### src/rtl/imem_boot_bist_sequencer.sv
// rtl/imem_boot_bist_sequencer.sv - power-on image loader and BIST sequencer for the ECC pipeline core
//
// Streams PROG_WORDS instruction words from the boot source into imem, runs a
// BIST window of BIST_CYCLES with test_en high, then releases the core from
// reset or parks in FAULT with the sampled fault flags.
//
// Ports:
//   clk, rst             clock, synchronous active-high reset
//   start                single-cycle request to begin/restart the boot sequence
//   ld_valid/ld_data     boot source word; ld_ready accepts it (combinational, LOAD only)
//   imem_we/waddr/wdata  registered imem write port to the core
//   loader_done          image valid, core may fetch (RUN only)
//   test_en              BIST window active
//   core_rst             synchronous reset held on the core until RUN
//   mux_error_flag       core sticky mux fault
//   hardware_fault_flag  core sticky ALU/parity fault
//   busy                 LOAD or BIST in progress
//   fault, fault_code    BIST result, fault_code = {hardware, mux}
//   state                debug state encoding
module imem_boot_bist_sequencer #(
  parameter int unsigned PROG_WORDS  = 64,
  parameter int unsigned BIST_CYCLES = 16,
  parameter logic [31:0] BASE_ADDR   = 32'h0000_0000
) (
  input  logic        clk,
  input  logic        rst,
  input  logic        start,
  input  logic        ld_valid,
  input  logic [31:0] ld_data,
  output logic        ld_ready,
  output logic        imem_we,
  output logic [31:0] imem_waddr,
  output logic [31:0] imem_wdata,
  output logic        loader_done,
  output logic        test_en,
  output logic        core_rst,
  input  logic        mux_error_flag,
  input  logic        hardware_fault_flag,
  output logic        busy,
  output logic        fault,
  output logic [1:0]  fault_code,
  output logic [2:0]  state
);

  localparam int unsigned IDX_W = (PROG_WORDS > 1) ? $clog2(PROG_WORDS) : 1;
  localparam int unsigned BC_W  = $clog2(BIST_CYCLES + 1);
  localparam logic [IDX_W-1:0] LAST_IDX = IDX_W'(PROG_WORDS - 1);
  localparam logic [BC_W-1:0]  LAST_BC  = BC_W'(BIST_CYCLES);

  typedef enum logic [2:0] {
    S_IDLE  = 3'd0,
    S_LOAD  = 3'd1,
    S_BIST  = 3'd2,
    S_RUN   = 3'd3,
    S_FAULT = 3'd4
  } state_t;

  state_t           state_q, state_d;
  logic [IDX_W-1:0] idx_q, idx_d;
  logic [BC_W-1:0]  bc_q, bc_d;
  logic             we_d, te_d, fault_d, busy_d, done_d, core_rst_d;
  logic [31:0]      waddr_d, wdata_d;
  logic [1:0]       code_d;

  assign ld_ready = (state_q == S_LOAD);
  assign state    = state_q;

  always_ff @(posedge clk) begin
    if (rst) begin
      state_q     <= S_IDLE;
      idx_q       <= '0;
      bc_q        <= '0;
      imem_we     <= 1'b0;
      imem_waddr  <= 32'h0;
      imem_wdata  <= 32'h0;
      test_en     <= 1'b0;
      fault       <= 1'b0;
      fault_code  <= 2'b00;
      busy        <= 1'b0;
      loader_done <= 1'b0;
      core_rst    <= 1'b1;
    end else begin
      state_q     <= state_d;
      idx_q       <= idx_d;
      bc_q        <= bc_d;
      imem_we     <= we_d;
      imem_waddr  <= waddr_d;
      imem_wdata  <= wdata_d;
      test_en     <= te_d;
      fault       <= fault_d;
      fault_code  <= code_d;
      busy        <= busy_d;
      loader_done <= done_d;
      core_rst    <= core_rst_d;
    end
  end

  always_comb begin
    state_d = state_q;
    idx_d   = idx_q;
    bc_d    = bc_q;
    we_d    = 1'b0;
    waddr_d = imem_waddr;
    wdata_d = imem_wdata;
    te_d    = 1'b0;
    fault_d = fault;
    code_d  = fault_code;

    case (state_q)
      S_IDLE, S_FAULT: begin
        if (start) begin
          state_d = S_LOAD;
          idx_d   = '0;
          fault_d = 1'b0;
          code_d  = 2'b00;
        end
      end

      S_LOAD: begin
        if (ld_valid) begin
          we_d    = 1'b1;
          waddr_d = BASE_ADDR + (32'(idx_q) << 2);
          wdata_d = ld_data;
          idx_d   = idx_q + 1'b1;
          if (idx_q == LAST_IDX) begin
            // The first BIST cycle carries this final write, so it doubles as
            // the settle cycle with test_en low.
            state_d = S_BIST;
            idx_d   = '0;
            bc_d    = '0;
          end
        end
      end

      S_BIST: begin
        // Flags only count while the registered test_en is actually high.
        if (test_en && (mux_error_flag || hardware_fault_flag)) begin
          state_d = S_FAULT;
          fault_d = 1'b1;
          code_d  = {hardware_fault_flag, mux_error_flag};
        end else if (bc_q == LAST_BC) begin
          state_d = S_RUN;
        end else begin
          bc_d = bc_q + 1'b1;
          te_d = 1'b1;
        end
      end

      S_RUN: begin
        state_d = S_RUN;
      end

      default: begin
        state_d = S_IDLE;
      end
    endcase

    busy_d     = (state_d == S_LOAD) || (state_d == S_BIST);
    done_d     = (state_d == S_RUN);
    core_rst_d = (state_d != S_RUN);
  end

endmodule

### config.mk
export PLATFORM = sky130hd
export DESIGN_NAME = imem_boot_bist_sequencer
export DESIGN_NICKNAME = d
export VERILOG_FILES = /design/src/rtl/imem_boot_bist_sequencer.sv
export SDC_FILE = /design/constraint.sdc
export NUM_CORES = 1
export LEC_CHECK = 0
export CAP_MARGIN = 10
export CORE_UTILIZATION = 40
export CTS_CLUSTER_DIAMETER = 30
export DETAILED_ROUTE_END_ITERATION = 10
export MAX_ROUTING_LAYER = met4
export PLACE_DENSITY_LB_ADDON = 0.3
export SYNTH_ARGS = -nofsm -noshare
export SYNTH_HDL_FRONTEND = slang
export SYNTH_SLANG_ARGS = --single-unit
export TNS_END_PERCENT = 10
### constraint.sdc
create_clock -name clk -period 2.2 [get_ports clk]
set_input_delay 0.44 -clock clk [delete_from_list [all_inputs] [get_ports clk]]
set_output_delay 0.44 -clock clk [all_outputs]
set_load 0.05 [all_outputs]
## Word level (Yosys, flattened, before mapping)

Cells that the tools add are included.

| operators by class | value |
|---|---|
| add/sub/neg operators | 2 |
| eq/ne operators | 16 |
| muxes and demuxes | 23 |
| bitwise logic cells | 2 |
| reductions and logical operators | 14 |

Operators by type and width:

| kind | number |
|---|---|
| two-way mux 5 bit | 4 |
| two-way mux 6 bit | 3 |
| two-way mux 3 bit | 5 |
| == test 3 x 2 -> 1 bit, second input constant | 4 |
| case mux 3 bit (4 select lines) | 1 |
| case mux 6 bit (2 select lines) | 1 |
| inequality test 2 bit, second input constant | 5 |
| case mux 5 bit (2 select lines) | 1 |
| adder 6 x 1 -> 6 bit, second input constant | 1 |
| == test 3 x 1 -> 1 bit, second input constant | 2 |
| == test 6 bit, second input constant | 1 |
| AND reduction 3 bit | 2 |
| nonzero test 2 bit | 3 |
| adder 5 x 1 -> 5 bit, second input constant | 1 |
| == test 5 bit, second input constant | 1 |
| AND reduction 5 bit | 1 |
| two-way mux 1 bit | 4 |
| two-way mux 2 bit | 2 |
| case mux 2 bit (2 select lines) | 1 |
| OR reduction 2 bit | 2 |
| == test 3 bit, second input constant | 1 |
| zero test 3 bit | 1 |
| inequality test 3 x 2 -> 1 bit, second input constant | 1 |
| OR reduction 3 bit | 1 |
| other kinds (6) | 8 |

| storage, ports and cells | value |
|---|---|
| register bits | 60 |
| input port bits | 38 |
| word-level logic and storage cells | 69 |

## Depth between registers and ports, before layout

Gate-level depths: netlist of run 1.

| depth | value |
|---|---|
| word-level depth | 6 |
| mapped depth | 8 |
| depth with buffers taken out | 7 |

## Worst setup path before layout of run 1

Ideal clock, no wire load.

| timing | value |
|---|---|
| path type | reg-to-reg |
| start | register state_q[0] (netlist: state[0]) |
| end | register core_rst |
| library setup time | 0.132 ns |
| arrival | 2.448 ns |
| required time | 2.068 ns |
| setup slack | -0.380 ns |
| cell stages (with the launch flop) | 6 |
| period minus slack after synthesis | 2.580 ns |
| cells stage by stage | dfxtp_1 nor3b_2 o21ai_2 and4_4 buf_6 or3_4 |

| on the way | value |
|---|---|
| elaborated cells on any way between the ends | 13 |

RTL lines:

| what | line | RTL |
|---|---|---|
| from (decl) | 58 | `state_t state_q, state_d;` |
| from (signal assigned) | 83 | `state_q <= state_d;` |
| == test 3 x 1 -> 1 bit | n/a |  |
| via ld_ready | 30 | `output logic ld_ready,` |
| case mux 3 bit (4 select lines) | 109 | `case (state_q)` |
| inequality test 3 x 2 -> 1 bit | 160 | `core_rst_d = (state_d != S_RUN);` |
| to (signal assigned) | 94 | `core_rst <= core_rst_d;` |
| to (decl) | 36 | `output logic core_rst,` |

The timed path passes the listed nets, and every way through them passes these cells.
A chain may end at the register's enable or synchronous reset.

## Worst setup path in the final report of run 1

| timing | value |
|---|---|
| start | register state_q[1] (netlist: state[1]) |
| end | output state[1] |

RTL lines:

| what | line | RTL |
|---|---|---|
| to (decl) | 42 | `output logic [2:0] state` |

No word-level cell between the ends.

==> results of run 1 <==
[state kept, by name, indices dropped and copies added (netlist names)]
register     flops
fault_code       2
core_rst         1
busy             1
test_en          1
loader_done      1
imem_wdata      32
idx_q            6
fault            1
bc_q             5
imem_we          1
imem_waddr       6
state            3
[cell usage in the layout, fill, tap and decap left out, types with 3 or more instances in the layout]
cell type and count:
clkdlybuf4s50_1 85, nand2_1 83, dfxtp_1 59, a21oi_1 49
conb_1 26, nor2_1 14, clkbuf_8 10, buf_4 9
nand3_1 6, inv_1 4, and2_1 4, o21ai_1 4
xor2_1 4, o21ai_0 3, nand2b_1 3, nand3b_1 3
nand4_1 3, ha_1 3
[stage by stage]
| stage | setup slack, ns | utilization |
|---|---|---|
| 2_1_floorplan | 0.0582 | - |
| 5_1_grt | 0.000563 | 0.596 |
| 6_report | 0.0645 | 0.596 |
| 4_1_cts | 0.0429 | 0.596 |
| 3_5_place_dp | 0.164 | 0.567 |
| 3_3_place_gp | 0.187 | 0.567 |
[synthesized netlist by cell type (2+ instances only)]
cell and n:
a21oi_1 49, and2_1 4, buf_2 3, buf_4 26
clkbuf_1 12, dfxtp_1 60, ha_1 3, inv_1 4
nand2_1 83, nand2b_1 3, nand3_1 6, nand3b_1 3
nand4_1 3, nand4b_1 2, nor2_1 14, nor3_1 2
nor3b_2 2, o21ai_0 3, o21ai_1 4, or4_1 2
xnor2_1 2, xor2_1 4
[report_power, final]
group	switching, mW	total, mW	internal [mW]
registers	0.0207	1.14	1.12
clock network	0.427	0.863	0.436
logic	0.333	0.495	0.161
[layer usage]
layer | vias up | wire length (um)
li1 | 1153 | -
met1 | 1030 | 2650
met2 | 75 | 2800
met3 | 7 | 352
met4 | 0 | 73
met5 | - | 0
[kinds of logic after synthesis]
logic type                 count (synthesis)  share of synthesized area
and+or+nand+nor                          131                      0.240
AOI/OAI and AO/OA                         63                      0.134
DFF                                       60                      0.475
buffers and inverters                     47                      0.113
xor gates and xnor gates                   6                     0.0208
adders and majority gates                  3                     0.0149
other                                      1                    0.00148
[final cells by class]
| cell class | instances | area, um^2 | share of cell area |
|---|---|---|---|
| multi-input cells | 229 | 1140 | 0.319 |
| flip-flops and latches | 60 | 1200 | 0.337 |
| inverters | 5 | 18.8 | 0.00526 |
| repair buffers | 96 | 943 | 0.264 |
| clock buffers | 12 | 145 | 0.0407 |
| clock inverters | 4 | 25.0 | 0.00701 |
| well taps | 75 | 93.8 | 0.0263 |
[final timing paths]
path	start	endpoint	slack, ns	cells past startpoint
setup reg to reg	idx_q[0]	bc_q[3]	0.33	6
setup / recovery	state[1]	state[1]	0.06	1
hold / removal	imem_wdata[23]	imem_wdata[23]	0.45	2
hold reg to reg	imem_wdata[23]	imem_wdata[23]	0.45	2
==> out/summary.md, run 1 <==
The die covers 0.00664 mm^2. Post-CTS timing repair inserted 0 buffers for setup. The async set or reset register ratio after synthesis was 0; the number of global-route vias before repair was 2,157.

Number of diodes: 0. The tools report the total global-route track usage as 0.196. After filler insertion, the fill cell instance count of the layout stands at 541. The portion of synthesized cell area occupied by the leading cell type is 0.475, and the number of core rows is 28. Fraction of met2 tracks used by global routing: 0.326. The detail route stage leaves a number of antenna-violating nets equal to 0. The endpoint class of the critical path was an output pin. The mapped netlist covers 0.00253 mm^2.

The power density normalized to cell area was 701 mW/mm^2; the number of nets in the finished design was 442. Walking the worst path, the cells encountered are clkdlybuf4s50_1. The worst setup path is launched from a register. Gates resized during post-CTS repair numbered 0. The logs give 0.221 for the routing usage on met1 and 0.460 mV for the worst supply voltage drop on vdd. Die boundary width: 81.5 um. Among all flip-flop cells after synthesis, the most frequent one is dfxtp_1.

The highest-delay cell along the critical path is clkdlybuf4s50_1. The flow ran to the end, and the final reports show no timing, DRC or antenna violations. The cell sitting at the root of the clock tree is a clkbuf_8. The effective utilization at floorplan is 0.422.

Counting the buffers created by CTS gives 9. The worst path in the final design needs a cycle of 2.14 ns, including I/O delays and setup. CTS built an H-tree with a depth of 3.

By area the synthesized netlist is led by dfxtp_1 (48%), nand2_1 (12%), a21oi_1 (9.7%), buf_4 (7.7%), nor2_1 (2.1%). The peak per-stage delay on the critical path works out to 0.87 ns. The clock net in this run drives a total of 60 sinks. The run gives 0.00357 mm^2 as the final cell area excluding filler cells. Setup repair after global routing left no endpoint under its margin. The setup total negative slack came out at 0 ns.

For the global-route wire length before repair, the log shows 9510 um. In this run the mean area of a mapped cell was 8.12 um^2. In the routed layout, each cell is associated on average with a via count of 4.71. The run gives 4080 um as the sum of net half-perimeters after detailed placement. The type of the worst min-delay path was reg2reg. The number of buffers on the longest clock path is 2. Setup violations remaining at the end of the flow were counted as 0. The number of iterations in the first detailed-routing pass was 4; the routed wire length per instance was 12.2 um. The tools report the worst hold slack after final layout as 0.453 ns. The synthesized flop and latch total works out to 60. Post-layout total power: 2.50 mW. The overflow left after global routing is 0, and the number of standard cells in the final layout excluding fillers is 481. For the pin with the worst max-slew slack, the measured transition is 0.526 ns.

The die outline height was 81.5 um; the worst clock skew was 0.00832 ns. The worst max-slew margin expressed relative to the limit was 0.648; the total number of vias was 2,265. Static timing analysis puts the maximum clock frequency at 468 MHz.

The tools report the endpoint required time on the critical path as 1.76 ns. The layer carrying the most global-route usage is met2. Summed over all instances, the cell type with the most area after synthesis is dfxtp_1. The tools report the post-synthesis cell count as 311. The logs give 5870 um for the overall routed net length and 32 for the largest net degree at the start of global routing. The number of hold buffers added after cts is 0, and the clock latency at the later pin of the worst-skew pair is 0.33 ns.

The share of final-layout standard cells stronger than drive strength 1 works out to 0.0813. The static leakage came out at 1.31 nW. The number of input and output port buffers inserted works out to 87. Warning count from the yosys run: 0.

114 I/O pins were placed. For this block, the initial DRC count from the detailed router was 67. TritonCTS built the clock tree. The worst path buffer plus inverter count is 1, and the relative area change from synthesis to final layout is 41.3%. Yosys mapped a number of flops with a built-in enable equal to 0. The path type of the worst setup path was reg2out. The tool flagged a number of max-cap violations equal to 0. The number of antenna violations at the first check in global routing came out at 0. Clock-pin slew was measured on the worst setup and hold paths at 0.07 ns. The cell family contributing the most delay on the critical path is buffers and inverters.

For the worst setup path, the data arrival time is 1.70 ns. The remaining routing DRC violations came out at 0. Met3 track demand over resource: 0.0522. The run gives 0 as the number of hold violations in the final report. The ratio of final minimum period to clock period was 0.971. The area of the core is 0.00599 mm^2, and the largest fanout on the critical path is 8. The number of instances in the placed design is 465, and the last weighted congestion value of the routability-driven placer is 0.838. The tools report the portion of the post-synthesis area used by sequential elements as 0.475.

The placed instance area is 0.00340 mm^2. The number of distinct standard cells referenced by the synthesized netlist was 39; the total count of max-transition violations in the final report was 0.
(Power assumes the default switching activity.)
==> run 2, diff against run 1 <==
--- a/config.mk
+++ b/config.mk
@@ -6,11 +6,13 @@
 export NUM_CORES = 1
 export LEC_CHECK = 0
 export CAP_MARGIN = 10
-export CORE_UTILIZATION = 40
+export CORE_MARGIN = 4
+export CORE_UTILIZATION = 37
 export CTS_CLUSTER_DIAMETER = 30
 export DETAILED_ROUTE_END_ITERATION = 10
 export MAX_ROUTING_LAYER = met4
 export PLACE_DENSITY_LB_ADDON = 0.3
+export SKIP_LAST_GASP = 1
 export SYNTH_ARGS = -nofsm -noshare
 export SYNTH_HDL_FRONTEND = slang
 export SYNTH_SLANG_ARGS = --single-unit
==> constraint.sdc (replaced) <==
create_clock -name clk -period 1.8 [get_ports clk]
set_input_delay 0.36 -clock clk [delete_from_list [all_inputs] [get_ports clk]]
set_output_delay 0.36 -clock clk [all_outputs]
set_load 0.05 [all_outputs]
==> run 2 against run 1 <==
Compared with the run above:
- power rose by 27%
- worst setup slack improved by 0.045 ns
- critical path type is now reg2reg
- largest power group unchanged
- sequential power rose by 23%
- clock skew fell by 0.0040 ns
- sequential share of layout area fell by 0.27 points
- register-to-register slack got worse by 0.22 ns
- critical path depth rose by 6
- first-iteration DRC count rose by 61%
- hold slack got worse by 0.018 ns
==> out/summary.md, run 2 (synthesis gave the netlist of run 1 again) <==
The flow ran to the end, and the final reports show no timing, DRC or antenna violations. The post-route antenna net violation count came out at 0 (unchanged). Top library cells by usage in the layout, fill and taps aside: nand2_1 (83), buf_4 (69), dfxtp_1 (57) (was clkdlybuf4s50_1 (85), nand2_1 (83), dfxtp_1 (59)). The most frequent standard cell in the layout excluding fill and tap cells was nand2_1 (was clkdlybuf4s50_1). The run gives 0 (unchanged) as the number of buffers inserted by post-CTS setup repair. The overall routed net length is 6100 um (was 5870 um), and the worst clock skew is 0.00434 ns (was 0.00832 ns). The TritonCTS buffer count came out at 9 (unchanged).

The clock latency at the later pin of the worst-skew pair was 0.33 ns (about the same); the number of input and output port buffers inserted was 87 (unchanged). The tools report the worst supply voltage drop on vdd as 0.494 mV (was 0.460 mV). The register with the highest flop count is imem_wdata (unchanged).

Routed wire length per instance: 12.3 um (was 12.2 um). The number of hold violations in the final report was 0 (unchanged); the number of global-route vias before repair was 2,280 (was 2,157). The total count of max-transition violations in the final report was 0 (unchanged); the number of top-level pins was 114 (unchanged).

The number of flip-flops in the largest register works out to 32 (unchanged). The clock slew seen by the registers of the worst setup and hold paths is 0.06 ns (was 0.07 ns). The endpoint class of the critical path is a register (was an output pin).

The relative area change from synthesis to final layout is 43.0% (was 41.3%), and the largest net degree at the start of global routing is 54 (was 32). The total number of vias was 2,341 (was 2,265); the largest fanout on the critical path was 4 (was 8). The tools report the arrival time of data at the critical path endpoint as 1.90 ns (was 1.70 ns). The peak per-stage delay on the critical path was 0.33 ns (was 0.87 ns); the number of hold buffers added after cts was 0 (unchanged). The number of maximum-capacitance constraint violations is 0 (unchanged). The share of final-layout standard cells stronger than drive strength 1 is 0.232 (was 0.0813), and the final core area utilization is 0.556 (was 0.596). The type of the worst min-delay path was in2reg (was reg2reg).

The number of nets in the finished design came out at 456 (was 442). The die outline height was 90.6 um (was 81.5 um); the number of diodes was 0 (unchanged). Critical Path, Cell by Cell: inv_1, ha_1, nor4bb_1, buf_4, nand3_1, and4_4, or3_4 (was clkdlybuf4s50_1). The number of antenna violations at the first check in global routing came out at 0 (unchanged). The kind of start point of the critical path is a register (unchanged). The area enclosed by the die boundary came out at 0.00821 mm^2 (was 0.00664 mm^2). The run gives 0 (unchanged) as the overflow left after global routing. The worst hold slack after final layout is 0.435 ns (was 0.453 ns), and the post-layout minimum cycle time is 1.69 ns. TritonCTS built the clock tree. The total global-route track usage is 0.155 (was 0.196), and the power density normalized to cell area is 878 mW/mm^2 (was 701 mW/mm^2). The total number of H-tree levels was 3 (unchanged); the number of instances in the placed design was 481 (was 465).

The endpoint required time on the critical path was 2.01 ns (was 1.76 ns); the post-layout total power was 3.17 mW (was 2.50 mW). The number of iterations in the first detailed-routing pass came out at 4 (unchanged). The logs give 1.50 nW (was 1.31 nW) for the static leakage and 633 (was 541) for the fill cell total of the finished layout. Setup repair after global routing could not meet its margin everywhere. The number of standard cells in the final layout excluding fillers is 496 (was 481), and the peak clock frequency supported by timing is 591 MHz. The logs give 0.00114 mm^2 (about the same) for the total area of multi-input combinational cells and 0.00121 mm^2 (was 0.00120 mm^2) for the area taken by flip-flops and latches. The remaining routing DRC violations is 0 (unchanged), and the last weighted congestion value of the routability-driven placer is 0.770 (was 0.838). The ratio of final minimum period to clock period came out at 0.939. The die boundary width works out to 90.6 um (was 81.5 um). The highest-delay cell along the critical path was dfxtp_1 (was clkdlybuf4s50_1).

The number of buffers on the longest clock path was 2 (unchanged). The number of DRC violations after detailed-routing iteration 0 was 108 (was 67); the clock sink total was 60 (unchanged). The global-route wire length before repair came out at 10,200 um (was 9510 um). The setup total negative slack is 0 ns (unchanged), and the vias per cell is 4.72 (was 4.71). The run gives 0 (unchanged) as the total setup violations reported at the end of the flow. Largest registers: imem_wdata (32), idx_q (6), imem_waddr (6) (unchanged). Effective utilization at floorplan: 0.389 (was 0.422). The family of cells with the greatest summed delay on the critical path is simple AND/OR/NAND/NOR gates (was buffers and inverters). The sum of net half-perimeters after detailed placement was 4440 um (was 4080 um). The path type of the worst setup path is reg2reg (was reg2out). Number of instances resized during post-cts repair: 0 (unchanged). The run gives 0.00649 mm^2 (was 0.00599 mm^2) as the area of the core. The number of core rows came out at 29 (was 28). The CTS root buffer was clkbuf_8 (unchanged). The worst path buffer plus inverter count works out to 2 (was 1).
## run 2: cell types whose count changed in the layout (fill, tap and decap cells not counted), sizes merged
cell / delta
clkinvlp: -2
clkinv: -1
bufinv: +1
clkbuf: +1
buf: +63
clkdlybuf4s50: -49
## run 2: final timing paths
path	from	endpoint	slack, ns	cells after the start
worst max-delay path	bc_q[0]	core_rst	0.11	7
worst min register to register	imem_wdata[10]	imem_wdata[10]	0.45	2
worst min-delay path	rst	core_rst	0.43	3
worst max register to register	bc_q[0]	core_rst	0.11	7
## run 2: layer usage
| layer | up-vias | global-route usage | part of all wire |
|---|---|---|---|
| met5 | - | - | 0 |
| met1 | 1068 | 0.166 | 0.43 |
| li1 | 1181 | - | - |
| met4 | 0 | 0.0906 | 0.024 |
| met2 | 82 | 0.259 | 0.47 |
| met3 | 10 | 0.0392 | 0.074 |
## run 2: final cells by class
cell class,instances,area share
Sequential cell,60,0.334
Timing Repair Buffer,110,0.267
Clock inverter,2,0.00970
Inverter,5,0.00520
Clock buffer,13,0.0412
Tap cell,77,0.0267
Multi-Input combinational cell,229,0.316
## run 2: report_power, final
part	internal [mW]	total, mW	switching (mW)
clock	0.669	1.15	0.481
combinational	0.212	0.625	0.413
sequential	1.37	1.40	0.0240
## run 2: tightest hold or removal path, stage by stage
cell,delay (ns)
buf_2,0.11
nand2b_1,0.13
or3_4,0.13
## run 2: metrics by stage
stage,instance area (um^2),setup slack (ns)
6_report,3610,0.109
5_1_grt,3610,-0.0216
4_1_cts,3610,0.0533
3_5_place_dp,3430,-0.173
3_3_place_gp,3430,-0.112
2_1_floorplan,2630,-0.147
==> run 3, diff against run 2 <==
--- a/config.mk
+++ b/config.mk
@@ -12,6 +12,7 @@
 export DETAILED_ROUTE_END_ITERATION = 10
 export MAX_ROUTING_LAYER = met4
 export PLACE_DENSITY_LB_ADDON = 0.3
+export SETUP_SLACK_MARGIN = 0.02
 export SKIP_LAST_GASP = 1
 export SYNTH_ARGS = -nofsm -noshare
 export SYNTH_HDL_FRONTEND = slang
==> run 3 against run 2 <==
Compared with the run above:
- die area unchanged
- critical path depth decreased by 2
- wire length about the same
- critical endpoint is now bc_q[4]
- global-route usage unchanged
- clock power about the same
==> out/summary.md, run 3 (synthesis gave the netlist of run 1 again) <==
The flow ran to the end, and the final reports show no timing, DRC or antenna violations. The number of global-route vias before repair came out at 2,280 (unchanged). The run gives 0.494 mV (about the same) as the worst supply voltage drop on vdd.

The sum of net half-perimeters after detailed placement was 4440 um (unchanged); the die boundary width was 90.6 um (unchanged). TritonCTS built the clock tree. The tools report the worst clock skew as 0.00434 ns (about the same). The total number of H-tree levels is 3 (unchanged). The routed wire length per instance is 12.3 um (about the same). The worst setup timing slack at the placement stage was -0.173 ns (unchanged); the number of hold buffers added after cts was 0 (unchanged). The total setup violations reported at the end of the flow was 0 (unchanged); the count of cells along the worst register-to-register path was 5 (was 7). The run gives 496 (unchanged) as the number of standard cells in the final layout excluding fillers.

The peak per-stage delay on the critical path works out to 0.49 ns (was 0.33 ns). The kind of start point of the critical path was a register (unchanged). The share of final-layout standard cells stronger than drive strength 1 is 0.236 (was 0.232), and the TritonCTS buffer count is 9 (unchanged).

The clock sink total was 60 (unchanged). Number of buffers inserted by post-CTS setup repair: 0 (unchanged). The path type of the worst setup path was reg2reg (unchanged). Post-route antenna net violation count: 0 (unchanged). Die outline height: 90.6 um (unchanged). The endpoint class of the critical path is a register (unchanged). The run gives 114 (unchanged) as the number of top-level pins.

The worst path buffer plus inverter count was 0 (was 2). The number of core rows is 29 (unchanged), and the number of flip-flops in the largest register is 32 (unchanged). Largest registers: imem_wdata (32), idx_q (6), imem_waddr (6) (unchanged).

The peak clock frequency supported by timing came out at 598 MHz (was 591 MHz). Worst flop-to-flop path endpoint: bc_q[4] (was core_rst). The tools report the critical hold path startpoint as rst (unchanged). Register with the highest flop count: imem_wdata (unchanged).

The run gives 0.557 (was 0.556) as the final core area utilization. The logs give 0 (unchanged) for the number of diodes and 0.155 (unchanged) for the total global-route track usage. Clock slew seen by the registers of the worst setup and hold paths: 0.06 ns (about the same). The tools report the arrival time of data at the critical path endpoint as 1.94 ns (was 1.90 ns). The number of maximum-capacitance constraint violations was 0 (unchanged); the number of iterations in the first detailed-routing pass was 4 (unchanged). The tools report the number of nets in the finished design as 456 (unchanged). The number of hold violations in the final report is 0 (unchanged).

The type of the worst min-delay path was in2reg (unchanged). The run gives 0 (unchanged) as the remaining routing DRC violations. The post-layout minimum cycle time was 1.67 ns (was 1.69 ns). Clock latency at the later pin of the worst-skew pair: 0.33 ns (about the same).

The area enclosed by the die boundary was 0.00821 mm^2 (unchanged). The overall routed net length is 6100 um (about the same). Top library cells by usage in the layout, fill and taps aside: nand2_1 (83), buf_4 (69), dfxtp_1 (56) (was nand2_1 (83), buf_4 (69), dfxtp_1 (57)). The endpoint required time on the critical path was 2.06 ns (was 2.01 ns); the number of antenna violations at the first check in global routing was 0 (unchanged). The family of cells with the greatest summed delay on the critical path is simple AND/OR/NAND/NOR gates (unchanged). The overflow left after global routing was 0 (unchanged); the effective utilization at floorplan was 0.389 (unchanged). The fill cell total of the finished layout came out at 630 (was 633). The setup slack of the worst register-to-register path is 0.13 ns (was 0.11 ns). The capture endpoint of the worst hold path is core_rst (unchanged). The ratio of final minimum period to clock period came out at 0.929 (was 0.939). The number of DRC violations after detailed-routing iteration 0 was 108 (unchanged); the number of buffers on the longest clock path was 2 (unchanged).

Last weighted congestion value of the routability-driven placer: 0.770 (unchanged). The number of instances in the placed design is 481 (unchanged), and the worst path setup slack after routing is 0.127 ns (was 0.109 ns). The most frequent standard cell in the layout excluding fill and tap cells was nand2_1 (unchanged). The number of input and output port buffers inserted is 87 (unchanged). Critical Path, Cell by Cell: nor3b_2, a22o_1, a31oi_2, or4_1, a21oi_1 (was inv_1, ha_1, nor4bb_1, buf_4, nand3_1, and4_4, or3_4). The largest fanout on the critical path was 8 (was 4). The CTS root buffer is clkbuf_8 (unchanged). The tools report the source of the worst register-to-register timing path as state[1] (was bc_q[0]). Static leakage: 1.50 nW (about the same). The relative area change from synthesis to final layout was 43.3% (was 43.0%). The cell depth of the worst hold path came out at 3 (unchanged). The vias per cell was 4.72 (about the same); the total count of max-transition violations in the final report was 0 (unchanged). Highest-delay cell along the critical path: or4_1 (was dfxtp_1). The power density normalized to cell area was 876 mW/mm^2 (was 878 mW/mm^2).

For the largest net degree at the start of global routing, the log shows 54 (unchanged). Setup repair after global routing could not meet its margin everywhere. The global-route wire length before repair was 10,200 um (unchanged); the area of the core was 0.00649 mm^2 (unchanged). The run gives 2,339 (was 2,341) as the total number of vias.
==> run 3: where the power goes <==
part	internal, mW	switching (mW)
registers	1.37	0.0240
logic	0.212	0.413
clock network	0.669	0.481
==> run 3: worst reg2reg max path, delay by kind of cell (launching register included) <==
| kind | cells | cell delay (ns) |
|---|---|---|
| DFF | 1 | 0.41 |
| and+or+nand+nor | 2 | 0.78 |
| AOI/OAI and AO/OA | 3 | 0.41 |
==> run 3: what timing repair did <==
action / in CTS / in global routing
endpoints found under the setup margin: 0 / 8
endpoints found under the hold margin: 0 / 0
resized for setup: 0 / 3
==> run 3: metal layers <==
layer / share of wire / global-route usage / wire [um]
met1: 0.43 / 0.166 / 2620
met2: 0.47 / 0.259 / 2880
met3: 0.074 / 0.0392 / 452
met4: 0.024 / 0.0906 / 144
met5: 0 / - / 0
==> run 3: layout make-up <==
type	instances	area, um^2	area share
clock inverters	2	35.0	0.00968
clock buffers	13	149	0.0411
multi-input cells	229	1150	0.317
repair buffers	110	963	0.266
well taps	77	96.3	0.0266
inverters	5	18.8	0.00518
flip-flops and latches	60	1210	0.334
==> run 3: worst max-delay path by stage <==
stage                             start        to  slack (ns)  depth (start not counted)
finish                         state[1]   bc_q[4]        0.13                          5
global route                   idx_q[0]   bc_q[4]     0.00004                          6
CTS                            idx_q[0]   bc_q[4]        0.05                          6
detailed placement  hardware_fault_flag   bc_q[4]       -0.17                          6
global placement    hardware_fault_flag   bc_q[4]       -0.11                          6
floorplan                      state[0]  core_rst       -0.15                          5
==> run 3: stage by stage <==
step | hold slack, ns | setup TNS [ns] | instance area (um^2) | power, mW
floorplan | 0.457 | -2.58 | 2630 | 1.87
global placement | 0.442 | -0.716 | 3430 | 2.05
detailed placement | 0.448 | -1.08 | 3430 | 2.05
CTS | 0.416 | 0 | 3610 | 3.22
global route | 0.435 | 0 | 3620 | 3.32
finish | 0.435 | 0 | 3620 | 3.17
